## src/rtl/pipe_pkg.sv

```systemverilog
// Shared pipeline-stage definitions: skid-register state encoding and
// default widths reused by every stage register in the pipeline.
package pipe_pkg;

    localparam int unsigned XLEN       = 32;
    localparam int unsigned PERF_CNT_W = 16;

    typedef enum logic [1:0] {
        EMPTY = 2'd0,
        ONE   = 2'd1,
        FULL  = 2'd2
    } skid_state_t;

endpackage

```

## src/rtl/sat_counter.sv

```systemverilog
// Saturating up-counter: increments on inc_i and holds at all-ones.
module sat_counter #(
    parameter int unsigned W = 16
) (
    input  logic         clk_i,
    input  logic         rst_i,
    input  logic         inc_i,
    output logic [W-1:0] count_o
);

    logic [W-1:0] r_count;

    always_ff @(posedge clk_i or negedge rst_i) begin
        if (!rst_i) begin
            r_count <= '0;
        end else if (inc_i && (r_count != '1)) begin
            r_count <= r_count + W'(1);
        end
    end

    assign count_o = r_count;

endmodule

```

## src/rtl/pipe_skid_reg.sv

```systemverilog
// Pipeline stage register with valid/ready handshake, two-entry skid buffer,
// flush-to-bubble and saturating stall/flush performance counters.
module pipe_skid_reg
    import pipe_pkg::*;
#(
    parameter int unsigned             DATA_W    = XLEN,
    parameter int unsigned             PC_W      = XLEN,
    parameter logic [DATA_W-1:0]       RESET_VAL = '0,
    parameter int unsigned             CNT_W     = PERF_CNT_W
) (
    input  logic              clk_i,
    input  logic              rst_i,
    input  logic              flush_i,
    input  logic              in_valid_i,
    output logic              in_ready_o,
    input  logic [DATA_W-1:0] in_data_i,
    input  logic [PC_W-1:0]   in_pc_i,
    output logic              out_valid_o,
    input  logic              out_ready_i,
    output logic [DATA_W-1:0] out_data_o,
    output logic [PC_W-1:0]   out_pc_o,
    output logic [CNT_W-1:0]  stall_cnt_o,
    output logic [CNT_W-1:0]  flush_cnt_o
);

    skid_state_t       r_state;
    logic [DATA_W-1:0] r_main_data;
    logic [PC_W-1:0]   r_main_pc;
    logic [DATA_W-1:0] r_skid_data;
    logic [PC_W-1:0]   r_skid_pc;

    logic w_out_valid;
    logic w_in_ready;
    logic w_acc;
    logic w_pop;
    logic w_stall;

    // Ready depends only on the state register, never on out_ready_i.
    assign w_out_valid = (r_state != EMPTY);
    assign w_in_ready  = (r_state != FULL);
    assign w_acc       = in_valid_i && w_in_ready;
    assign w_pop       = w_out_valid && out_ready_i;
    assign w_stall     = w_out_valid && !out_ready_i;

    always_ff @(posedge clk_i or negedge rst_i) begin
        if (!rst_i) begin
            r_state     <= EMPTY;
            r_main_data <= RESET_VAL;
            r_main_pc   <= '0;
            r_skid_data <= RESET_VAL;
            r_skid_pc   <= '0;
        end else if (flush_i) begin
            r_state     <= EMPTY;
            r_main_data <= RESET_VAL;
            r_main_pc   <= '0;
            r_skid_data <= RESET_VAL;
            r_skid_pc   <= '0;
        end else begin
            case (r_state)
                EMPTY: begin
                    if (w_acc) begin
                        r_state     <= ONE;
                        r_main_data <= in_data_i;
                        r_main_pc   <= in_pc_i;
                    end
                end
                ONE: begin
                    if (w_acc && w_pop) begin
                        r_main_data <= in_data_i;
                        r_main_pc   <= in_pc_i;
                    end else if (w_acc) begin
                        r_state     <= FULL;
                        r_skid_data <= in_data_i;
                        r_skid_pc   <= in_pc_i;
                    end else if (w_pop) begin
                        r_state <= EMPTY;
                    end
                end
                FULL: begin
                    if (w_pop) begin
                        r_state     <= ONE;
                        r_main_data <= r_skid_data;
                        r_main_pc   <= r_skid_pc;
                    end
                end
                default: r_state <= EMPTY;
            endcase
        end
    end

    assign in_ready_o  = w_in_ready;
    assign out_valid_o = w_out_valid;
    assign out_data_o  = w_out_valid ? r_main_data : RESET_VAL;
    assign out_pc_o    = w_out_valid ? r_main_pc : '0;

    sat_counter #(.W(CNT_W)) u_stall_cnt (
        .clk_i   (clk_i),
        .rst_i   (rst_i),
        .inc_i   (w_stall),
        .count_o (stall_cnt_o)
    );

    sat_counter #(.W(CNT_W)) u_flush_cnt (
        .clk_i   (clk_i),
        .rst_i   (rst_i),
        .inc_i   (flush_i),
        .count_o (flush_cnt_o)
    );

endmodule

```

## config.mk

```make
export PLATFORM = sky130hd
export DESIGN_NAME = pipe_skid_reg
export DESIGN_NICKNAME = d
export VERILOG_FILES = /design/src/rtl/pipe_pkg.sv /design/src/rtl/sat_counter.sv /design/src/rtl/pipe_skid_reg.sv
export SDC_FILE = /design/constraint.sdc
export NUM_CORES = 1
export LEC_CHECK = 0
export CORE_MARGIN = 2
export CORE_UTILIZATION = 50
export CTS_BUF_LIST = sky130_fd_sc_hd__clkbuf_8
export DETAILED_ROUTE_END_ITERATION = 8
export PLACE_DENSITY = 0.79
export SYNTH_ARGS = -nofsm -noshare
export SYNTH_HDL_FRONTEND = slang
export SYNTH_SLANG_ARGS = --single-unit
```

## constraint.sdc

```tcl
create_clock -name clk_i -period 2.22 [get_ports clk_i]
set_input_delay 0.444 -clock clk_i [delete_from_list [all_inputs] [get_ports clk_i]]
set_output_delay 0.444 -clock clk_i [all_outputs]
set_load 0.02 [all_outputs]
```

==> results of run 1 <==
==> registers in the layout (all words and copies together) (netlist names) <==
signal	cells
r_main_data	32
r_state	2
u_flush_cnt.count_o	16
r_skid_pc	32
u_stall_cnt.count_o	16
r_skid_data	32
r_main_pc	32
==> routing by layer <==
metal,routed length [um],GRT usage
met1,7930,0.296
met2,8990,0.367
met3,718,0.0366
met4,212,0.0774
met5,0,0
==> report_power, final <==
| part | internal [W] | switching [W] | leakage [nW] |
|---|---|---|---|
| clock | 0.00132 | 0.00105 | 0.237 |
| sequential | 0.00319 | 0.000236 | 2.15 |
| combinational | 0.000646 | 0.000747 | 1.88 |
==> kinds of logic after synthesis <==
family / count (synthesis) / synth area share
mux: 68 / 0.0887
flops: 162 / 0.521
fa+ha+maj: 2 / 0.00322
simple gates: 338 / 0.208
buf+inv: 65 / 0.0365
compound gates: 136 / 0.111
xor+xnor: 28 / 0.0315
==> synthesized netlist by cell type (all sizes together) (11+ instances only) <==
library cell / instances / area, um2
a21oi: 66 / 330
and2: 65 / 407
buf: 30 / 153
clkbuf: 29 / 109
dfrtp: 162 / 4050
mux2i: 64 / 641
nand2: 203 / 762
nor2: 11 / 43.8
nor3: 11 / 55.1
nor4: 12 / 105
o31ai: 64 / 480
xor2: 22 / 193
==> worst max-delay path by stage <==
| stage | to | slack (ps) | from | cells after the start |
|---|---|---|---|---|
| 2_1_floorplan | u_stall_cnt.count_o[1]$_DFFE_PN0P_ | 330 | u_stall_cnt.count_o[0]$_DFFE_PN0P_ | 5 |
| 3_3_place_gp | r_main_data[0]$_DFFE_PN0P_ | 60 | out_ready_i | 6 |
| 4_1_cts | out_pc_o[0] | 0.2 | r_state[0]$_DFFE_PN0P_ | 4 |
| 3_5_place_dp | r_skid_pc[6]$_DFFE_PN0P_ | -10 | in_valid_i | 6 |
| 6_report | out_pc_o[15] | 70 | r_state[0]$_DFFE_PN0P_ | 4 |
| 5_1_grt | out_pc_o[23] | 0.1 | r_state[1]$_DFFE_PN0P_ | 4 |
==> cell usage in the layout, fill, tap and decap left out, drive strengths merged, types with 3 or more instances in the layout <==
| cell | n |
|---|---|
| xnor2 | 6 |
| buf | 26 |
| bufinv | 3 |
| a21oi | 66 |
| nand4 | 9 |
| nor4 | 12 |
| nand3 | 9 |
| and2 | 65 |
| clkinv | 3 |
| o31ai | 64 |
| nand2 | 203 |
| inv | 8 |
| dfrtp | 162 |
| mux2i | 64 |
| mux2 | 4 |
| clkdlybuf4s50 | 98 |
| clkdlybuf4s15 | 21 |
| nor3 | 11 |
| and3 | 5 |
| nor2 | 11 |
| clkbuf | 65 |
| xor2 | 22 |
==> stage by stage <==
| stage | cells | setup slack, ps |
|---|---|---|
| 2_1_floorplan | 799 | 331 |
| 3_3_place_gp | 1116 | 59.3 |
| 3_5_place_dp | 1116 | -14.6 |
| 4_1_cts | 1149 | 0.157 |
| 5_1_grt | 1149 | 0.142 |
| 6_report | 1149 | 66.4 |
==> critical path, cell delays in order, from the launching register on <==
cell and delay [ps]:
dfrtp_1 380, or2_4 280, buf_12 160, and2_1 160, clkdlybuf4s15_1 280
==> final cells by class <==
class / count / share of cell area
flip-flops and latches: 162 / 0.407
clock buffers: 24 / 0.0331
inverters: 6 / 0.00226
repair buffers: 189 / 0.174
multi-input cells: 572 / 0.348
clock inverters: 8 / 0.0122
well taps: 188 / 0.0236
==> repair_timing <==
item,4_1_cts,5_1_grt
hold buffers,1,0
setup endpoints to repair,66,43
hold endpoints to repair,23,0
gates resized for setup,146,43
==> flow_metrics.tcl, run 1 <==
set metrics [dict create \
    fp.dieW_um 129 \
    portBuffers 166 \
    dieArea_um2 16600 \
    start_util 0.512 \
    antenna_cells 0 \
    grt_overflow 0 \
    drt_wl_total_mm 17.9 \
    synth_fp_nets 870 \
    async_flop_share 1.00 \
    final_util 0.655 \
    nFillCells 1255 \
    power.density_nw_per_um2 722 \
    place.gp.congestion 0.815 \
    hpwl_mm 11.6 \
    synthesis.area_um2 7780 \
    grt_setup_unrepaired "no" \
    r2r-start "u_stall_cnt.count_o[0]$_DFFE_PN0P_" \
    grt_pass1_vias 5858 \
    period_needed_ps 2150 \
    rrSetupSlack_ps 280 \
    post_cts_buffers 0 \
    cp-start-kind "flip-flop" \
    synth-edff-count 0 \
    avgSynthCellArea_um2 9.73 \
    dr.pass1.iters 4 \
    slew_viol_final 0 \
    ys_seq_elements 162 \
    stdcell_area_um2 9960 \
    hold_violations 0 \
    required_ps 1780 \
    totalPowerFinal_w 0.00719 \
    cts-root-buf "clkbuf_8" \
    avgViaCountPerCell 5.30 \
    tightest_slew_ps 525 \
    area_growth_pct 28.1 \
    fin_nets 1019 \
    cts.clk_slew.worst_paths_ps 80 \
    min_path_type "in -> async" \
    clock_skew_ps 11.0 \
    remaining_drc_errors 0 \
    setup_viol 0 \
    ctsLongestPathBuffers 2 \
    crit_type "reg -> out" \
    grt_max_degree 95 \
    multi_input_area_um2 3460 \
    antenna_found_initial 0 \
    cts_tree "done" \
    fin_crit_sh 0.970 \
    h-tree-depth 4 \
    p_leak_nw 4.27 \
    initialDrtViolationCount 354 \
    holdWs_ps 426 \
    cts_buffers 17 \
    insertion_delay_ps 440 \
    die_height_um 129 \
    core_area_um2 15200 \
    vias 6094 \
    seq_area_um2 4050 \
    yosys_warnings 0 \
    drive_above_1_share 0.129 \
    drv_cap 0 \
    cts_sinks 162 \
    synth_cells 799 \
    synth_seq_area_share 0.521 \
    rows 45 \
    setup_tns_ps 0 \
    cp_max_fo 35 \
    ys_types 38 \
    grt_usage 0.221 \
    post_drt_wl_per_cell_um 15.5 \
    placed_area_um2 9700 \
    crit_arrival_ps 1710 \
    ir_drop_uv 509 \
    slew_headroom 0.647 \
    grt_pass1_wl_mm 29.3 \
    ant_nets 0 \
    ios 167 \
    yosys_most_used_dff "dfrtp_1" \
    timing.rr.end "u_stall_cnt.count_o[1]$_DFFE_PN0P_" \
    cp-end-kind "primary output" \
    fmax_mhz 464 \
    status "finished clean" \
    rr_worst_depth 5 \
]
No activity file was read; power rests on OpenSTA's default activity.
==> inputs of run 2 (changes only) <==
--- a/config.mk
+++ b/config.mk
@@ -7,9 +7,10 @@
 export LEC_CHECK = 0
 export CORE_MARGIN = 2
 export CORE_UTILIZATION = 50
-export CTS_BUF_LIST = sky130_fd_sc_hd__clkbuf_8
+export CTS_BUF_LIST = sky130_fd_sc_hd__clkbuf_2
 export DETAILED_ROUTE_END_ITERATION = 8
-export PLACE_DENSITY = 0.79
+export PLACE_DENSITY = 0.78
 export SYNTH_ARGS = -nofsm -noshare
 export SYNTH_HDL_FRONTEND = slang
+export SYNTH_HIERARCHICAL = 1
 export SYNTH_SLANG_ARGS = --single-unit
==> constraint.sdc (replaced) <==
create_clock -name clk_i -period 2.22 [get_ports clk_i]
set_input_delay 0.222 -clock clk_i [delete_from_list [all_inputs] [get_ports clk_i]]
set_output_delay 0.222 -clock clk_i [all_outputs]
set_load 0.02 [all_outputs]
==> run 2 against run 1 <==
Compared with the run above: combinational power grew 18%; fmax grew 1.3%; sequential share of layout area shrank 1.2 points; final area grew 3.5%; count of clock-buffer cells in the layout shrank 4; critical path type unchanged; largest power group unchanged.
==> flow_metrics.tcl, run 2 <==
set metrics [dict create \
    yosys_warnings 6 \
    slowest_delay_ps 660 \
    ctsLongestPathBuffers 2 \
    critPathTopFamily "buffers and inverters" \
    tightest_slew_ps 607 \
    setup_viol 0 \
    hold_violations 0 \
    dp.cells 1093 \
    power_frac_seq 0.504 \
    top_layer "met4" \
    nFillCells 1329 \
    cp-start-kind "flip-flop" \
    ys_types 44 \
    combPwrFrac 0.240 \
    insertion_delay_ps 720 \
    fin_nets 974 \
    crit_path_top_delay_cell "clkdlybuf4s50_1" \
    synth.area.top_cells "dfrtp_1, mux2i_1, nor4bb_1" \
    synth-edff-count 0 \
    post-place-ws_ps 111 \
    holdWs_ps 35.9 \
    crit_chain "clkdlybuf4s50_1" \
    dieArea_um2 17600 \
    final_util 0.628 \
    post_drt_wl_per_cell_um 18.6 \
    setup_tns_ps 0 \
    grt_usage 0.245 \
    synthAdderAreaFrac 0.00302 \
    area_growth_pct 24.3 \
    initialDrtViolationCount 561 \
    final_cells 1135 \
    die_height_um 133 \
    remaining_drc_errors 0 \
    final_common_cell "dfrtp_1" \
    portBuffers 166 \
    timing.rr.end "u_stall_cnt/count_o[14]$_DFFE_PN0P_" \
    cts_buffers 17 \
    place.gp.congestion 0.860 \
    synth_fp_nets 819 \
    rr_worst_depth 9 \
    synth-compound-area-share 0.145 \
    slew_headroom 0.595 \
    ir_drop_uv 646 \
    start_util 0.505 \
    synthXorXnorAreaFrac 0.0148 \
    antenna_found_initial 0 \
    worst_slack_ps 94.6 \
    async_flop_share 1.00 \
    r2r-start "r_state[0]$_DFFE_PN0P_" \
    status "finished clean" \
    grt_overflow 0 \
    fp.dieW_um 133 \
    p_leak_nw 4.71 \
    slew_viol_final 0 \
    cts-root-buf "clkbuf_2" \
    antenna_cells 0 \
    dr.pass1.iters 5 \
    drive_above_1_share 0.195 \
    h-tree-depth 4 \
    cp_max_fo 5 \
    vias 6570 \
    drv_cap 0 \
    synth_top_family_by_area "simple AND/OR/NAND/NOR gates" \
    min_path_type "in -> async" \
    layout_common_cells "dfrtp_1, clkdlybuf4s50_1, nor2_1, a31oi_1, mux2i_1" \
    grt_pass1_wl_mm 34.8 \
    yosys_most_used_dff "dfrtp_1" \
    cp-end-kind "primary output" \
    ant_nets 0 \
    synth_common_cells "dfrtp_1, nor2_1, a31oi_1" \
    crit_type "reg -> out" \
    synthMuxAreaShare 0.0857 \
    cts.clk_slew.worst_paths_ps 220 \
    period_needed_ps 2130 \
    core_area_um2 16400 \
    cts_tree "done" \
    synth_cells 748 \
    grt_max_degree 66 \
    grt_setup_unrepaired "yes" \
    rrSetupSlack_ps 140 \
    power.density_nw_per_um2 664 \
    ios 167 \
    synthesis.area_um2 8290 \
    fmax_mhz 471 \
    grt_pass1_vias 6545 \
    synth_top_area_frac 0.489 \
    yosysMostFrequentCell "dfrtp_1" \
    intPower_w 0.00468 \
    ys_seq_elements 162 \
    power_switching_w 0.00217 \
    met1Wirelength_mm 9.79 \
    required_ps 2000 \
    switching_share 0.317 \
    avgSynthCellArea_um2 11.1 \
    rows 47 \
    p_clk_frac 0.256 \
    synth_largest_area_cell "dfrtp_1" \
    drt_wl_total_mm 21.1 \
    cts_sinks 162 \
    synthSimpleGateAreaFrac 0.181 \
    fin_crit_sh 0.957 \
    crit_arrival_ps 1900 \
    avgViaCountPerCell 5.79 \
    met3_length_mm 1.13 \
    synth_seq_area_share 0.489 \
    met2_length_mm 9.92 \
    crit_buf_inv 1 \
    clock_skew_ps 38.8 \
    hpwl_mm 13.0 \
]
run 2: cell count changes after synthesis, moves of 58 or more:
| cell | before | now |
|---|---|---|
| nor4bb_1 | 0 | 64 |
| nor2_1 | 10 | 79 |
| a22o_1 | 0 | 64 |
| nand2_1 | 203 | 8 |
| a31oi_1 | 0 | 68 |
| o31ai_1 | 64 | 1 |
| and2_1 | 65 | 1 |
| a21oi_1 | 66 | 7 |
| inv_1 | 6 | 64 |
run 2: cell families after synthesis:
| kind of cell | count (synthesis) |
|---|---|
| adders and majority gates | 2 |
| AOI/OAI and AO/OA | 158 |
| DFF | 162 |
| buffers and inverters | 130 |
| muxes | 69 |
| and+or+nand+nor | 213 |
| xor gates and xnor gates | 14 |
run 2: area by class of cell:
cell class / count / area [um2] / area share
sequential: 162 / 4080 / 0.395
tap: 220 / 275 / 0.0267
multi-input combinational: 456 / 3580 / 0.348
clock buffer: 20 / 100 / 0.00971
inverter: 66 / 248 / 0.0240
timing repair buffer: 200 / 1860 / 0.181
clock inverter: 11 / 163 / 0.0158
run 2: how the worst max path moves through the flow:
stage / cells after the start / slack [ps] / end / from
6_report: 1 / 90 / stall_cnt_o[4] / u_stall_cnt/count_o[4]$_DFFE_PN0P_
2_1_floorplan: 8 / 200 / u_stall_cnt/count_o[15]$_DFFE_PN0P_ / r_state[0]$_DFFE_PN0P_
3_5_place_dp: 5 / 110 / r_skid_pc[26]$_DFFE_PN0P_ / out_ready_i
5_1_grt: 6 / -8 / out_data_o[29] / r_state[0]$_DFFE_PN0P_
4_1_cts: 7 / -20 / out_pc_o[11] / r_state[1]$_DFFE_PN0P_
3_3_place_gp: 5 / 200 / r_skid_data[4]$_DFFE_PN0P_ / out_ready_i
run 2: routing by layer:
metal | up-vias | GRT usage
met1 | 3271 | 0.348
met5 | - | 0
li1 | 3057 | -
met4 | 0 | 0.0669
met3 | 30 | 0.0479
met2 | 212 | 0.386
run 2: per-stage QoR:
step / power (W) / instance area (um2)
floorplan: 0.00436 / 8290
global placement: 0.00509 / 10100
detailed placement: 0.00511 / 10100
CTS: 0.00691 / 10400
global route: 0.00717 / 10300
finish: 0.00685 / 10300
run 2: power by group through the flow:
stage | clock, W | combinational, W | sequential [W]
CTS | 0.00180 | 0.00167 | 0.00344
finish | 0.00176 | 0.00164 | 0.00345
floorplan | 0 | 0.000802 | 0.00356
global placement | 0 | 0.00161 | 0.00349
global route | 0.00190 | 0.00178 | 0.00349
detailed placement | 0 | 0.00163 | 0.00349
run 2: timing repair:
item                                    CTS  global route
gates resized for setup                 245            25
endpoints found under the hold margin   166             0
endpoints found under the setup margin   67            42
hold buffers                              2             0
gates cloned                              2             0
buffers inserted                          8             1
pin swaps                                 1             1
==> inputs of run 3 (changes only) <==
--- a/config.mk
+++ b/config.mk
@@ -5,6 +5,7 @@
 export SDC_FILE = /design/constraint.sdc
 export NUM_CORES = 1
 export LEC_CHECK = 0
+export ABC_AREA = 1
 export CORE_MARGIN = 2
 export CORE_UTILIZATION = 50
 export CTS_BUF_LIST = sky130_fd_sc_hd__clkbuf_2
==> constraint.sdc (replaced) <==
create_clock -name clk_i -period 2.2 [get_ports clk_i]
set_input_delay 0.22 -clock clk_i [delete_from_list [all_inputs] [get_ports clk_i]]
set_output_delay 0.22 -clock clk_i [all_outputs]
set_load 0.02 [all_outputs]
==> run 3 against run 2 <==
Compared with the run above: synthesized cell count rose by 47%; hold slack improved by 51 ps; clock skew fell by 9.6 ps; cell count rose by 33%; flip-flop and latch count did not move; critical path type unchanged; highest routed layer is now met5.
==> flow_metrics.tcl, run 3 <==
set metrics [dict create \
    status "finished clean" \
    core_area_um2 16000 \
    ys_seq_elements 162 \
    slew_viol_final 0 \
    synth_top_area_frac 0.491 \
    synth_common_cells "nand2_1, dfrtp_1, nor2_1" \
    timing.rr.end "u_stall_cnt/count_o[9]$_DFFE_PN0P_" \
    final_util 0.661 \
    cp-start-kind "flip-flop" \
    yosys_most_used_dff "dfrtp_1" \
    drive_above_1_share 0.151 \
    grt_pass1_vias 7131 \
    yosysMostFrequentCell "nand2_1" \
    clock_skew_ps 29.2 \
    dp.cells 1445 \
    drv_cap 0 \
    post_drt_wl_per_cell_um 13.9 \
    synth_fp_nets 1170 \
    period_needed_ps 2070 \
    setup_viol 0 \
    grt_pass1_wl_mm 34.8 \
    yosys_warnings 6 \
    vias 7689 \
    synth_seq_area_share 0.491 \
    fin_crit_sh 0.939 \
    tightest_slew_ps 467 \
    stdcell_area_um2 10600 \
    crit_arrival_ps 1850 \
    ys_types 30 \
    grt_setup_unrepaired "yes" \
    start_util 0.516 \
    seq_area_um2 4080 \
    synth-edff-count 0 \
    dr.pass1.iters 5 \
    synth_largest_area_cell "dfrtp_1" \
    holdWs_ps 86.7 \
    synth_cells 1099 \
    p_leak_nw 4.99 \
    antenna_found_initial 2 \
    power.density_nw_per_um2 758 \
    insertion_delay_ps 700 \
    dieArea_um2 17600 \
    ir_drop_uv 458 \
    critPathLaunch "r_state[0]$_DFFE_PN0P_" \
    hold_violations 0 \
    fp.dieW_um 132 \
    multi_input_area_um2 3590 \
    nFillCells 1434 \
    totalPowerFinal_w 0.00801 \
    cts_tree "done" \
    grt_overflow 0 \
    required_ps 1980 \
    slew_headroom 0.689 \
    cp-end-kind "primary output" \
    cts.clk_slew.worst_paths_ps 250 \
    portBuffers 166 \
    rows 46 \
    initialDrtViolationCount 438 \
    crit_type "reg -> out" \
    remaining_drc_errors 0 \
    final_cells 1511 \
    async_flop_share 1.00 \
    r2r-start "r_state[0]$_DFFE_PN0P_" \
    die_height_um 132 \
    place.gp.congestion 0.895 \
    drt_wl_total_mm 21.0 \
    cts_sinks 162 \
    layout_common_cells "nand2_1, dfrtp_1, nor2_1, inv_1, clkdlybuf4s50_1" \
    ios 167 \
    cp_max_fo 6 \
    cp-endpoint "in_ready_o" \
    hpwl_mm 13.7 \
    synthesis.area_um2 8260 \
    synth.area.top_cells "dfrtp_1, nand2_1, nor2_1" \
    grt_usage 0.243 \
    area_growth_pct 28.1 \
    min_path_type "in -> reg" \
    cts_buffers 17 \
    fmax_mhz 484 \
    placed_area_um2 10300 \
    h-tree-depth 4 \
    rrSetupSlack_ps 290 \
    ant_nets 0 \
    cts-root-buf "clkbuf_2" \
    final_common_cell "nand2_1" \
    rr_worst_depth 11 \
    ctsLongestPathBuffers 2 \
    fin_nets 1352 \
    grt_max_degree 70 \
    avgSynthCellArea_um2 7.51 \
    avgViaCountPerCell 5.09 \
]
-- run 3: changes by cell type in the layout (fill, tap and decap cells not counted), sizes merged, moves of 42 or more --
cell    before  now
a31oi       68    0
mux2i       65    0
a22o        64    0
nor4bb      64    0
inv         66  108
o21ai        2  138
nor2        80  142
nand2        8  340
-- run 3: cell families after synthesis --
logic type / share of synthesized area
compound gates: 0.132
xor+xnor: 0.00849
fa+ha+maj: 0.00303
buf+inv: 0.0791
flops: 0.491
simple gates: 0.286
-- run 3: worst min path at each step --
stage / slack (ps) / endpoint / cells after the start / start
2_1_floorplan: -80 / r_main_data[0]$_DFFE_PN0P_ / 0 / rst_i
3_3_place_gp: 230 / u_flush_cnt/count_o[2]$_DFFE_PN0P_ / 1 / rst_i
3_5_place_dp: 230 / u_flush_cnt/count_o[2]$_DFFE_PN0P_ / 1 / rst_i
4_1_cts: 4 / r_skid_pc[28]$_DFFE_PN0P_ / 3 / in_pc_i[28]
5_1_grt: -10 / r_skid_data[14]$_DFFE_PN0P_ / 3 / in_data_i[14]
6_report: 90 / r_skid_data[24]$_DFFE_PN0P_ / 3 / in_data_i[24]
-- run 3: area by class of cell --
| cell class | count | share of cell area |
|---|---|---|
| multi-input combinational | 772 | 0.339 |
| tap | 216 | 0.0256 |
| timing repair buffer | 219 | 0.186 |
| clock inverter | 14 | 0.0155 |
| sequential | 162 | 0.386 |
| inverter | 109 | 0.0389 |
| antenna | 1 | 0.000237 |
| clock buffer | 18 | 0.00852 |
-- run 3: report_power, final --
part / internal [W] / switching [W]
registers: 0.00347 / 0.000340
logic: 0.00101 / 0.00149
clock network: 0.000629 / 0.00108
-- run 3: per-stage QoR --
stage,setup WS (ps),setup TNS [ps]
after global placement,297,0
after floorplan,411,0
after global routing,-32.4,-34.2
after CTS,0.0488,0
after detailed placement,234,0
final,134,0
-- run 3: timing repair --
action,in CTS,in global routing
hold endpoints to repair,162,18
setup buffers,7,5
pin swaps,1,1
resized for setup,258,39
hold buffers,3,18
endpoints found under the setup margin,66,89
cloned,1,0
-- run 3: critical path, stage by stage (launching register included) --
cell and delay, ps:
dfrtp_2 480, buf_4 140, inv_2 90, nand2_2 130
clkdlybuf4s15_2 300
-- run 3: layer usage --
metal / GRT usage / share of wire
met5: 0 / 0.00062
met3: 0.0579 / 0.060
met4: 0.0645 / 0.016
met2: 0.396 / 0.48
met1: 0.329 / 0.44
